File: config.mk
export PLATFORM = sky130hd
export DESIGN_NAME = uart_controller
export DESIGN_NICKNAME = d
export VERILOG_FILES = /design/src/rtl/uart_ctrl_pkg.sv /design/src/rtl/uart_rx_fifo.sv /design/src/rtl/uart_controller.sv
export SDC_FILE = /design/constraint.sdc
export NUM_CORES = 1
export LEC_CHECK = 0
export CELL_PAD_IN_SITES_DETAIL_PLACEMENT = 1
export CELL_PAD_IN_SITES_GLOBAL_PLACEMENT = 2
export CORE_MARGIN = 2
export CORE_UTILIZATION = 33
export CTS_CLUSTER_DIAMETER = 50
export CTS_CLUSTER_SIZE = 12
export DETAILED_ROUTE_END_ITERATION = 10
export PLACE_DENSITY = 0.81
export SLEW_MARGIN = 5
export SYNTH_ARGS = -nofsm -noshare
export SYNTH_HDL_FRONTEND = slang
export SYNTH_HIERARCHICAL = 1
export SYNTH_SLANG_ARGS = --single-unit
File: constraint.sdc
create_clock -name clk_i -period 6.7 [get_ports clk_i]
set_input_delay 0.67 -clock clk_i [delete_from_list [all_inputs] [get_ports clk_i]]
set_output_delay 0.67 -clock clk_i [all_outputs]
set_load 0.01 [all_outputs]
File: src/rtl/uart_ctrl_pkg.sv
// uart_ctrl_pkg
//   Types and constants shared by the UART controller and its receive FIFO.
//   - tx_state_t / rx_state_t : handshake sequencer states
//   - STAT_*                  : bit positions inside the status byte
//   - lane_place()            : moves a byte onto its Wishbone byte lane
package uart_ctrl_pkg;

  typedef enum logic [1:0] {TX_IDLE, TX_START, TX_WAIT} tx_state_t;
  typedef enum logic [1:0] {RX_IDLE, RX_CLEAR, RX_WAIT} rx_state_t;

  localparam int STAT_DR   = 0;  // receive FIFO holds data
  localparam int STAT_OE   = 1;  // sticky overrun
  localparam int STAT_THRE = 5;  // transmit hold register empty
  localparam int STAT_TEMT = 6;  // hold empty and transmitter fully idle

  function automatic logic [31:0] lane_place(input logic [7:0] b, input logic [1:0] lane);
    return 32'(b) << {lane, 3'b000};
  endfunction

endpackage

File: src/rtl/uart_rx_fifo.sv
// uart_rx_fifo
//   Synchronous byte FIFO with a combinational head.
//   clk_i/rst_i : clock, synchronous active-high reset
//   push_i/data_i : write request and byte (accepted when not full, or when
//                   a pop frees the slot in the same cycle)
//   pop_i        : remove head (ignored when empty)
//   head_o, empty_o, full_o, count_o : FIFO state
module uart_rx_fifo #(
  parameter int DEPTH = 4,
  localparam int AW   = $clog2(DEPTH)
) (
  input  logic          clk_i,
  input  logic          rst_i,
  input  logic          push_i,
  input  logic [7:0]    data_i,
  input  logic          pop_i,
  output logic [7:0]    head_o,
  output logic          empty_o,
  output logic          full_o,
  output logic [AW:0]   count_o
);

  logic [7:0]    mem_q [DEPTH];
  logic [AW-1:0] wr_ptr_q, rd_ptr_q;
  logic [AW:0]   count_q;
  logic          do_push, do_pop;

  assign empty_o = (count_q == '0);
  assign full_o  = (count_q == (AW+1)'(DEPTH));
  assign do_pop  = pop_i & ~empty_o;
  // When full, a simultaneous pop vacates the slot the push will overwrite;
  // the head is read combinationally before that edge.
  assign do_push = push_i & (~full_o | do_pop);

  // NOTE: sequential state uses non-blocking assignments so every register
  // samples the values from before the edge, independent of statement order.
  always_ff @(posedge clk_i) begin
    if (rst_i) begin
      wr_ptr_q <= '0;
      rd_ptr_q <= '0;
      count_q  <= '0;
    end else begin
      if (do_push) wr_ptr_q <= wr_ptr_q + 1'b1;  // power-of-two depth wraps naturally
      if (do_pop)  rd_ptr_q <= rd_ptr_q + 1'b1;
      case ({do_push, do_pop})
        2'b10:   count_q <= count_q + 1'b1;
        2'b01:   count_q <= count_q - 1'b1;
        default: count_q <= count_q;
      endcase
    end
  end

  // NOTE: storage has no reset; count_q decides which entries are valid, so
  // stale contents are never visible and the array maps onto plain RAM.
  always_ff @(posedge clk_i) begin
    if (do_push) mem_q[wr_ptr_q] <= data_i;
  end

  assign head_o  = mem_q[rd_ptr_q];
  assign count_o = count_q;

endmodule

File: src/rtl/uart_controller.sv
// uart_controller
//   Wishbone slave exposing a 16550-style data/status pair in front of an
//   async_transmitter / async_receiver pair, all on clk_i.
//   clk_i, rst_i            : clock, synchronous active-high reset
//   wb_*                    : Wishbone slave (3-bit byte address, 32-bit data)
//   tx_start_o, tx_data_o   : start pulse and byte to the transmitter
//   tx_busy_i               : transmitter busy
//   rx_ready_i, rx_data_i   : receiver byte-ready and byte
//   rx_clear_o              : one-cycle acknowledge back to the receiver
module uart_controller
  import uart_ctrl_pkg::*;
#(
  parameter int         RX_FIFO_DEPTH = 4,
  parameter logic [2:0] ADDR_DATA     = 3'h0,
  parameter logic [2:0] ADDR_STATUS   = 3'h5
) (
  input  logic        clk_i,
  input  logic        rst_i,
  input  logic        wb_cyc_i,
  input  logic        wb_stb_i,
  input  logic        wb_we_i,
  input  logic [2:0]  wb_adr_i,
  input  logic [3:0]  wb_sel_i,
  input  logic [31:0] wb_dat_i,
  output logic [31:0] wb_dat_o,
  output logic        wb_ack_o,
  output logic        tx_start_o,
  output logic [7:0]  tx_data_o,
  input  logic        tx_busy_i,
  input  logic        rx_ready_i,
  input  logic [7:0]  rx_data_i,
  output logic        rx_clear_o
);

  localparam int CW = $clog2(RX_FIFO_DEPTH) + 1;

  logic        ack_q, overrun_q, hold_valid_q, tx_start_q, rx_clear_q;
  logic [31:0] dat_q;
  logic [7:0]  hold_q, tx_data_q;
  tx_state_t   tx_state_q;
  rx_state_t   rx_state_q;

  logic          req, wr_data, tx_load, accept, rd_data, rd_status;
  logic          rx_push, rx_drop;
  logic          fifo_empty, fifo_full;
  logic [7:0]    fifo_head, status_byte, rd_byte;
  logic [CW-1:0] fifo_count;

  // ---------------- bus decode ----------------
  assign req       = wb_cyc_i & wb_stb_i & ~ack_q;
  assign wr_data   = req & wb_we_i & (wb_adr_i == ADDR_DATA) & wb_sel_i[0];
  assign tx_load   = wr_data & ~hold_valid_q;
  // A data write while the hold register is occupied waits, un-acked.
  assign accept    = req & ~(wr_data & hold_valid_q);
  assign rd_data   = accept & ~wb_we_i & (wb_adr_i == ADDR_DATA);
  assign rd_status = accept & ~wb_we_i & (wb_adr_i == ADDR_STATUS);

  assign rx_push = (rx_state_q == RX_IDLE) & rx_ready_i;
  // A pop on a full FIFO makes room, so only an unmatched push is lost.
  assign rx_drop = rx_push & fifo_full & ~rd_data;

  // NOTE: every always_comb output gets a default first so no path leaves
  // it unassigned, which would otherwise infer a latch.
  always_comb begin
    status_byte            = '0;
    status_byte[STAT_DR]   = ~fifo_empty;
    status_byte[STAT_OE]   = overrun_q;
    status_byte[STAT_THRE] = ~hold_valid_q;
    status_byte[STAT_TEMT] = ~hold_valid_q & (tx_state_q == TX_IDLE) & ~tx_busy_i;
  end

  always_comb begin
    rd_byte = '0;
    if (rd_data && !fifo_empty) rd_byte = fifo_head;
    else if (rd_status)         rd_byte = status_byte;
  end

  always_ff @(posedge clk_i) begin
    if (rst_i) begin
      ack_q     <= 1'b0;
      dat_q     <= '0;
      overrun_q <= 1'b0;
    end else begin
      ack_q <= accept;
      dat_q <= accept ? lane_place(rd_byte, wb_adr_i[1:0]) : '0;
      // A drop in the same cycle as a status read wins; the read still
      // reports the value from before this edge.
      if (rx_drop)        overrun_q <= 1'b1;
      else if (rd_status) overrun_q <= 1'b0;
    end
  end

  // ---------------- transmit sequencer ----------------
  always_ff @(posedge clk_i) begin
    if (rst_i) begin
      tx_state_q   <= TX_IDLE;
      tx_start_q   <= 1'b0;
      tx_data_q    <= '0;
      hold_q       <= '0;
      hold_valid_q <= 1'b0;
    end else begin
      if (tx_load) begin
        hold_q       <= wb_dat_i[7:0];
        hold_valid_q <= 1'b1;
      end
      case (tx_state_q)
        TX_IDLE: if (hold_valid_q) begin
          tx_data_q    <= hold_q;
          tx_start_q   <= 1'b1;
          hold_valid_q <= 1'b0;
          tx_state_q   <= TX_START;
        end
        TX_START: begin
          tx_start_q <= 1'b0;
          tx_state_q <= TX_WAIT;
        end
        TX_WAIT: if (!tx_busy_i) tx_state_q <= TX_IDLE;
        default: tx_state_q <= TX_IDLE;
      endcase
    end
  end

  // ---------------- receive sequencer ----------------
  always_ff @(posedge clk_i) begin
    if (rst_i) begin
      rx_state_q <= RX_IDLE;
      rx_clear_q <= 1'b0;
    end else begin
      case (rx_state_q)
        RX_IDLE: if (rx_ready_i) begin
          rx_clear_q <= 1'b1;
          rx_state_q <= RX_CLEAR;
        end
        RX_CLEAR: begin
          rx_clear_q <= 1'b0;
          rx_state_q <= RX_WAIT;
        end
        RX_WAIT: if (!rx_ready_i) rx_state_q <= RX_IDLE;
        default: rx_state_q <= RX_IDLE;
      endcase
    end
  end

  uart_rx_fifo #(.DEPTH(RX_FIFO_DEPTH)) u_rx_fifo (
    .clk_i   (clk_i),
    .rst_i   (rst_i),
    .push_i  (rx_push),
    .data_i  (rx_data_i),
    .pop_i   (rd_data),
    .head_o  (fifo_head),
    .empty_o (fifo_empty),
    .full_o  (fifo_full),
    .count_o (fifo_count)
  );

  // Bits that are part of the bus/FIFO interface but carry nothing here.
  logic unused_bits;
  assign unused_bits = &{wb_sel_i[3:1], wb_dat_i[31:8], fifo_count};

  assign wb_ack_o   = ack_q;
  assign wb_dat_o   = dat_q;
  assign tx_start_o = tx_start_q;
  assign tx_data_o  = tx_data_q;
  assign rx_clear_o = rx_clear_q;

endmodule

==> impl_results.md, run 1 <==
- Status: finished clean
- Via Count: 2086
- Slew Limit Fails: 0
- First-pass iteration count of the detailed router: 4
- Critical path launch point: wb_adr_i[0]
- DR DRC count: 0
- Final cell count without fillers: 478
- Port bufs: 69
- Most used DFF post-synth: dfxtp_1
- Ys Warns: 6
- Yosys cell types: 36
- Share of cells above drive strength 1: 10.5%
- Num CTS Buffers: 9
- Power consumption: 1.08 mW
- Setup CP Type: in -> reg
- Seq/Total Area, Yosys: 67.1%
- CP max stage delay: 0.50 ns
- Stages on worst setup path: 12
- Placer congestion estimate: 0.699
- Hold Path Sink: wb_dat_o[9]$_SDFF_PP0_
- Max FO, Critical Path: 7
- Number of synthesized flops with an enable pin: 32
- R2R cell count: 11
- Synth top area cells: dfxtp_1, edfxtp_1, mux4_2
- Final setup fails: 0
- P&R area growth vs syn: 32.6%
- WHS: 0.471 ns
- Clk root buf: clkbuf_8
- Hold WC Path Type: reg -> reg
- Period utilization: 50.6%
- Largest net degree at the start of global routing: 45
- I/O pins: 97
- CP Launch Type: primary input
- Max VDD drop: 0.0998 mV
- Nets@finish: 397
- Post-CTS setup buffer count: 0
- Worst flop-to-flop path endpoint: u_rx_fifo/count_o[2]$_SDFFE_PP0P_
- Multi-input logic area: 0.00112 mm2
- Buffers & Inverters on Critical Path: 4
- Hold Path Stages: 2
- CTS tree: built
- Initial antenna violation count: 0
- CTS resizes: 0
- Final hold vios: 0
- Total core area: 0.0101 mm2
- Rows: 37
- Skew-Pair Late Insertion Delay: 0.36 ns
- CP top delay family: simple AND/OR/NAND/NOR gates
- Htree depth: 3
- Vias per inst: 4.36
- Post-CTS Hold Buffers: 0
- Arr. time, crit path: 3.69 ns
- Die Area: 0.0111 mm2
- #FFs+latches synth: 98
- Worst-path clk slew: 0.10 ns
- Worst EP required: 6.99 ns
- Post-place setup slack: 2.91 ns
- Starting density of the core: 33.5%
- Placed Instances: 462
- M1 GR Usage: 13.3%
- Cell Chain, Critical Path: clkdlybuf4s50_1, or3_1, nor3_1, inv_1, a21boi_2, inv_1, ha_1, inv_1, fa_1, xor2_1, or3_2, a21oi_1
- DRT antenna net count: 0
- # clock sinks: 98
- Final TNS setup: 0 ns
- Least-Margin Pin Slew: 0.892 ns
- Most Frequent Cell on Critical Path: inv_1
- Period minus WS final: 3.39 ns
- Post-DP HPWL: 4.42 mm
- Fillers: 1053
- Die X: 105 um
- Drt total wl: 6.30 mm
- Register area: 0.00228 mm2
- LEAKAGE: 1.57 nW
- RSZ-0062 raised after global routing: no
- WL/cell: 13.2 um
- Total global routing overflow: 0
- Worst-case clock buffer depth: 2
- Vias in the first global route: 2135
- Mapped cell area: 0.00340 mm2
- PnR worst setup slack: 3.31 ns
- First-pass GRT wire length: 10.1 mm
- GR Util All Layers: 11.7%
- Avg Synthesized Cell Area: 13.9 um2
- Antenna diode instance count: 0
- Hold Path Origin: overrun_q$_SDFFE_PP0P_
- Die height: 105 um
- Critical R2R Launch: wb_ack_o$_SDFF_PP0_
- R2R setup slack: 3.92 ns
- Rel. slew slack: 40.3%
- Post-Syn Instances: 245
- Met2 Use GR: 20.4%
- Post-synth ARST share: 0%
- Synth top area share: 38.9%
- Global routing met3 resource utilization: 4.02%
- Critical path capture point type: flip-flop
- DR iter-0 viols: 54
- Final Skew: 0.0133 ns
- GR peak layer: met2
- PwrDens: 241 mW/mm2
- Max frequency: 295 MHz
- Area leader, netlist: dfxtp_1
- Critical-path top delay cell: or3_1
- Maxcap violations: 0
cell usage after synthesis (4+ instances only):
cell,instances
edfxtp_1,32
nor2_1,16
and2_1,8
nand2b_1,18
a21oi_1,8
ha_1,5
dfxtp_1,66
inv_1,11
and2_2,4
clkbuf_1,4
nand3b_1,4
mux2i_1,17
mux4_2,8
nand2_1,6
nor3b_1,4
power breakdown:
group / total (mW) / internal, mW / switching (mW)
clock: 0.367 / 0.146 / 0.221
sequential: 0.641 / 0.633 / 0.00848
combinational: 0.0767 / 0.0418 / 0.0349
total: 1.08 / 0.820 / 0.265
metrics by stage:
stage | area, um2 | utilization, %
final | 4510 | 44.5
after global routing | 4510 | 44.5
after CTS | 4510 | 44.5
after detailed placement | 4310 | 42.5
after global placement | 4310 | 42.5
after floorplan | 3470 | -
worst max path at each step:
stage	end
final	u_rx_fifo/count_o[2]$_SDFFE_PP0P_
after global routing	u_rx_fifo/count_o[2]$_SDFFE_PP0P_
after CTS	u_rx_fifo/count_o[2]$_SDFFE_PP0P_
after detailed placement	u_rx_fifo/count_o[2]$_SDFFE_PP0P_
after global placement	u_rx_fifo/count_o[2]$_SDFFE_PP0P_
after floorplan	u_rx_fifo/count_o[2]$_SDFFE_PP0P_
worst register-to-register path, stage by stage, from the launching register on:
cell	delay, ns
dfxtp_1	0.34
nand3b_1	0.29
nor3_1	0.44
inv_1	0.11
a21boi_2	0.36
inv_1	0.08
ha_1	0.24
inv_1	0.07
fa_1	0.17
xor2_1	0.07
or3_2	0.40
a21oi_1	0.14
cells by family (layout without fill, tap and decap cells):
| kind of cell | count (synthesis) | in the layout | share of synthesized area, % |
|---|---|---|---|
| other | 1 | 20 | 0.110 |
| xor gates and xnor gates | 3 | 3 | 0.773 |
| adders and majority gates | 6 | 6 | 2.43 |
| buffers and inverters | 19 | 97 | 2.21 |
| AOI/OAI and AO/OA | 15 | 15 | 2.65 |
| and+or+nand+nor | 77 | 77 | 13.9 |
| muxes | 26 | 26 | 10.7 |
| DFF | 98 | 98 | 67.1 |
layout by cell type (no fill, tap or decap), drive strengths merged, types with 4 or more instances in the layout:
cell type,n
mux2i,17
clkdlybuf4s50,69
nand2,6
nor4,5
clkbuf,9
nor2,16
mux4,8
a21oi,8
inv,14
nand2b,18
conb,20
edfxtp,32
nand3b,4
dfxtp,66
ha,5
and2,12
nor3b,5
state kept, by name, summed over array words and instances, names as in the netlist, named ones only:
register and cells:
hold_q 8, hold_valid_q 1, overrun_q 1, rx_clear_o 1, rx_state_q 2, tx_data_o 8
tx_start_o 1, tx_state_q 2, u_rx_fifo/count_o 3, u_rx_fifo/mem_q 32, u_rx_fifo/rd_ptr_q 2, u_rx_fifo/wr_ptr_q 2
wb_ack_o 1, wb_dat_o 32
cell type report:
class | instances | share of cell area, %
well taps | 136 | 3.78
clock inverters | 7 | 1.61
repair buffers | 70 | 15.5
flip-flops and latches | 98 | 50.6
multi-input cells | 147 | 24.8
clock buffers | 9 | 2.75
inverters | 11 | 0.916
per-layer routing:
layer,vias up,routed length [um]
li1,1016,-
met1,1023,2750
met2,41,3240
met3,6,229
met4,0,85
met5,-,0
Power figures use the tool's default switching activity.
==> run 2, diff against run 1 <==
Settings changed: CORE_UTILIZATION 33 to 31, PLACE_DENSITY 0.81 to 0.76.
Clock period 6.7 ns to 3.35 ns, I/O delays scaled along.
==> impl_results.md, run 2 (same netlist as run 1, synthesis figures left out) <==
- Drt total wl: 6.25 mm (-0.75%)
- First-pass iteration count of the detailed router: 4 (unchanged)
- First-pass GRT wire length: 10.0 mm (-1.3%)
- Critical R2R Launch: wb_ack_o$_SDFF_PP0_
- Maxcap violations: 0 (unchanged)
- Largest net degree at the start of global routing: 44 (-2.2%)
- Total core area: 0.0108 mm2 (+6.5%)
- GR Util All Layers: 11.3% (-0.48 points)
- Antenna diode instance count: 0 (unchanged)
- Post-CTS setup buffer count: 0 (unchanged)
- Worst-path clk slew: 0.10 ns (about the same)
- Max VDD drop: 0.168 mV (+68%)
- Critical path capture point type: flip-flop
- Area after DPL: 0.00434 mm2 (+0.64%)
- Commonest non-fill, non-tap cell in the layout: clkdlybuf4s50_1
- Starting density of the core: 31.5% (-2.0 points)
- DRT antenna net count: 0 (unchanged)
- Slew Limit Fails: 0 (unchanged)
- Fin area: 0.00455 mm2 (+1.1%)
- Status: finished clean
- Rel. slew slack: 38.3% (-1.9 points)
- CTS resizes: 0 (unchanged)
- Die height: 109 um (+3.1%)
- Final setup fails: 0 (unchanged)
- Layout Utilization: 42.2% (-2.3 points)
- CTS tree: built
- Worst EP required: 3.65 ns (-3.34 ns)
- Port bufs: 69 (unchanged)
- Least-Margin Pin Slew: 0.921 ns (+0.0288 ns)
- Period utilization: 80.7%
- Total global routing overflow: 0 (unchanged)
- Period minus WS final: 2.70 ns
- Hold Path Origin: hold_q[2]$_SDFFE_PP0P_
- Via Count: 2077 (-0.43%)
- Die Area: 0.0118 mm2 (+6.2%)
- Die X: 109 um (+3.1%)
- Rows: 38 (+2.7%)
- Htree depth: 3 (unchanged)
- Clk root buf: clkbuf_8
- RSZ-0062 raised after global routing: no
- Critical path launch point: wb_adr_i[1]
- Power consumption: 2.25 mW (+110%)
- Worst-case clock buffer depth: 2 (unchanged)
- Share of cells above drive strength 1: 11.3% (+0.78 points)
- Final TNS setup: 0 ns (unchanged)
- Num CTS Buffers: 9 (unchanged)
- Max frequency: 370 MHz
- Skew-Pair Late Insertion Delay: 0.37 ns (about the same)
- Nets@finish: 400 (+0.76%)
- Vias per inst: 4.28 (-1.9%)
- PwrDens: 494 mW/mm2 (+110%)
- # clock sinks: 98 (unchanged)
- Final hold vios: 0 (unchanged)
- Post-DP HPWL: 4.38 mm (-0.96%)
- Setup CP Type: in -> reg
- I/O pins: 97 (unchanged)
- Hold WC Path Type: reg -> reg
- Commonest non-fill, non-tap cells in the layout: clkdlybuf4s50_1, dfxtp_1, edfxtp_1
- Initial antenna violation count: 0 (unchanged)
- Arr. time, crit path: 3.00 ns (-0.69 ns)
- Final Skew: 0.0152 ns (+0.00194 ns)
- WL/cell: 12.9 um (-2.2%)
- LEAKAGE: 1.60 nW (+1.8%)
- Vias in the first global route: 2087 (-2.2%)
- CP Launch Type: primary input
- DR iter-0 viols: 53 (-1.9%)
- DR DRC count: 0 (unchanged)
- Placer congestion estimate: 0.684 (-2.0%)
- Max FO, Critical Path: 3 (-4)
- Post-CTS Hold Buffers: 0 (unchanged)
- P&R area growth vs syn: 34.0%
==> run 2: cell types whose count changed in the layout (fill, tap and decap cells not counted), sizes merged <==
| cell | previous run | this run |
|---|---|---|
| buf | 1 | 4 |
| bufinv | 0 | 1 |
| clkinv | 3 | 2 |
| clkinvlp | 1 | 0 |
| inv | 14 | 15 |
==> run 2: final timing paths <==
kind | to | slack (ns) | cells after the start
setup reg to reg | u_rx_fifo/count_o[2]$_SDFFE_PP0P_ | 0.83 | 10
hold / removal | hold_q[2]$_SDFFE_PP0P_ | 0.48 | 2
setup / recovery | u_rx_fifo/count_o[2]$_SDFFE_PP0P_ | 0.65 | 11
hold reg to reg | hold_q[2]$_SDFFE_PP0P_ | 0.48 | 2
==> run 2: area by class of cell <==
class	instances	area [um2]
Multi-Input combinational cell	147	1120
Timing Repair Buffer	73	721
Clock inverter	7	92.6
Tap cell	140	175
Clock buffer	9	124
Sequential cell	98	2280
Fill cell	1158	6240
Inverter	11	41.3
==> run 2: power breakdown <==
group	switching (mW)	internal [mW]	leakage, nW	total (mW)
sequential	0.0162	1.27	0.833	1.28
combinational	0.0709	0.0856	0.659	0.157
clock	0.446	0.366	0.109	0.812
==> run 2: routing by layer <==
layer / GRT usage, % / wire (um) / share of wire (%)
met1: 13.3 / 2700 / 43
met2: 18.5 / 3120 / 50
met3: 2.75 / 284 / 4.5
met4: 6.87 / 150 / 2.4
met5: 0 / 0 / 0
==> run 2: worst max-delay path: stages <==
cell and delay (ns):
clkdlybuf4s50_1 0.44, or3_1 0.39, nor3_1 0.26, o31ai_1 0.15
inv_1 0.09, ha_1 0.18, inv_1 0.06, fa_1 0.37
xor2_1 0.16, or3_2 0.41, a21oi_1 0.15
==> run 2: per-stage QoR <==
stage / std cells / hold slack, ns / setup slack (ns)
finish: 485 / 0.481 / 0.648
global route: 485 / 0.499 / 0.474
CTS: 485 / 0.481 / 0.638
detailed placement: 469 / 0.464 / 0.255
global placement: 469 / 0.456 / 0.291
floorplan: 264 / 0.412 / 0.656
==> run 3, diff against run 2 <==
Clock period 3.35 ns to 2.8 ns, I/O delays scaled along.
==> impl_results.md, run 3 (same netlist as run 1, synthesis figures left out) <==
- Starting density of the core: 31.5% (unchanged)
- Max VDD drop: 0.241 mV (+44%)
- Setup CP Type: in -> reg
- Fin area: 0.00459 mm2 (+0.74%)
- Via Count: 2134 (+2.7%)
- Skew-Pair Late Insertion Delay: 0.37 ns (about the same)
- Die X: 109 um (unchanged)
- Worst-path clk slew: 0.10 ns (about the same)
- Clk root buf: clkbuf_8
- Period utilization: 91.8%
- Maxcap violations: 0 (unchanged)
- CTS resizes: 0 (unchanged)
- I/O pins: 97 (unchanged)
- Multi-input logic area: 0.00112 mm2 (+0.45%)
- Post-CTS setup buffer count: 0 (unchanged)
- Slew Limit Fails: 0 (unchanged)
- Least-Margin Pin Slew: 0.544 ns (-0.377 ns)
- Arr. time, crit path: 2.87 ns (-0.13 ns)
- # clock sinks: 98 (unchanged)
- Antenna diode instance count: 0 (unchanged)
- Total core area: 0.0108 mm2 (unchanged)
- Share of cells above drive strength 1: 13.6% (+2.3 points)
- Worst EP required: 3.10 ns (-0.55 ns)
- Period minus WS final: 2.57 ns
- WL/cell: 12.9 um (+0.30%)
- Hold WC Path Type: reg -> reg
- Die height: 109 um (unchanged)
- Port bufs: 69 (unchanged)
- P_int: 1.95 mW (+14%)
- Vias in the first global route: 2252 (+7.9%)
- Die Area: 0.0118 mm2 (unchanged)
- DRT antenna net count: 0 (unchanged)
- Htree depth: 3 (unchanged)
- CTS tree: built
- Commonest non-fill, non-tap cell in the layout: clkdlybuf4s50_1
- Vias per inst: 4.32 (+0.87%)
- Worst-case clock buffer depth: 2 (unchanged)
- Status: finished clean
- Clock share of power: 32.6% (-3.5 points)
- Total global routing overflow: 0 (unchanged)
- First-pass GRT wire length: 10.7 mm (+6.6%)
- Largest net degree at the start of global routing: 44 (unchanged)
- Critical path capture point type: flip-flop
- R2R cell count: 11 (+1)
- Placer congestion estimate: 0.679 (-0.83%)
- PwrDens: 558 mW/mm2 (+13%)
- Hold Path Stages: 2 (unchanged)
- Post-DP HPWL: 4.40 mm (+0.60%)
- Register area: 0.00228 mm2 (unchanged)
- Post-CTS Hold Buffers: 0 (unchanged)
- CP Launch Type: primary input
- Final TNS setup: 0 ns (unchanged)
- Sequential share of power: 59.9% (+3.0 points)
- Switch share: 23.8% (+0.11 points)
- NetSw: 0.610 mW (+14%)
- Initial antenna violation count: 0 (unchanged)
- P&R area growth vs syn: 35.0%
- Rel. slew slack: 63.7% (+25 points)
- Final hold vios: 0 (unchanged)
- Drt total wl: 6.39 mm (+2.2%)
- Final Skew: 0.00730 ns (-0.00790 ns)
- Max frequency: 389 MHz
- GR Util All Layers: 12.0% (+0.78 points)
- Num CTS Buffers: 9 (unchanged)
- WHS: 0.475 ns (-0.00551 ns)
- Final setup fails: 0 (unchanged)
- Rows: 38 (unchanged)
- First-pass iteration count of the detailed router: 3 (-1)
- RSZ-0062 raised after global routing: no
- Comb pwr share: 7.5% (+0.5 points)
- DR DRC count: 0 (unchanged)
- LEAKAGE: 1.63 nW (+1.6%)
- Commonest non-fill, non-tap cells in the layout: clkdlybuf4s50_1, dfxtp_1, edfxtp_1
- Nets@finish: 409 (+2.3%)
- Fillers: 1150 (-0.69%)
- Area after DPL: 0.00441 mm2 (+1.6%)
- Max FO, Critical Path: 3 (unchanged)
- DR iter-0 viols: 81 (+53%)
-- run 3: stage by stage --
stage / cells / total power [mW] / worst slack [ns] / util [%]
finish: 494 / 2.56 / 0.230 / 42.5
CTS: 494 / 2.61 / 0.218 / 42.5
floorplan: 264 / 1.65 / 0.161 / -
global route: 494 / 2.69 / 0.0290 / 42.5
detailed placement: 478 / 1.76 / -0.168 / 40.8
global placement: 478 / 1.75 / -0.155 / 40.8
-- run 3: power groups by stage --
stage               registers [mW]  clock network [mW]  logic, mW
finish                        1.53               0.834      0.192
CTS                           1.53               0.884      0.195
floorplan                     1.57                   0     0.0788
global route                  1.54               0.934      0.215
global placement              1.56                   0      0.190
detailed placement            1.57                   0      0.194
-- run 3: cell type report --
class                      instances  area share, %
timing repair buffer              82           17.2
inverter                          11          0.900
sequential                        98           49.7
multi-input combinational        147           24.5
clock inverter                     7           1.17
clock buffer                       9           2.70
tap                              140           3.82
-- run 3: final timing paths --
| check | start | end | slack, ns |
|---|---|---|---|
| worst min register to register | overrun_q$_SDFFE_PP0P_ | wb_dat_o[9]$_SDFF_PP0_ | 0.48 |
| worst min-delay path | overrun_q$_SDFFE_PP0P_ | wb_dat_o[9]$_SDFF_PP0_ | 0.48 |
| worst max register to register | wb_ack_o$_SDFF_PP0_ | u_rx_fifo/count_o[2]$_SDFFE_PP0P_ | 0.48 |
| worst max-delay path | wb_adr_i[0] | u_rx_fifo/count_o[2]$_SDFFE_PP0P_ | 0.23 |
-- run 3: critical path: stages --
cell             delay (ns)
clkdlybuf4s50_1        0.42
or3_1                  0.42
nor3_2                 0.17
buf_4                  0.14
o31ai_1                0.08
inv_1                  0.07
ha_1                   0.15
inv_1                  0.05
fa_1                   0.37
xor2_1                 0.16
or3_2                  0.40
a21oi_1                0.15
-- run 3: per-layer routing --
layer	up-vias	track usage [%]	part of all wire, %
met4	0	7.97	2.8
met2	38	20.0	50
met1	1040	13.8	43
met3	11	2.87	4.1
met5	-	0	0
li1	1045	-	-
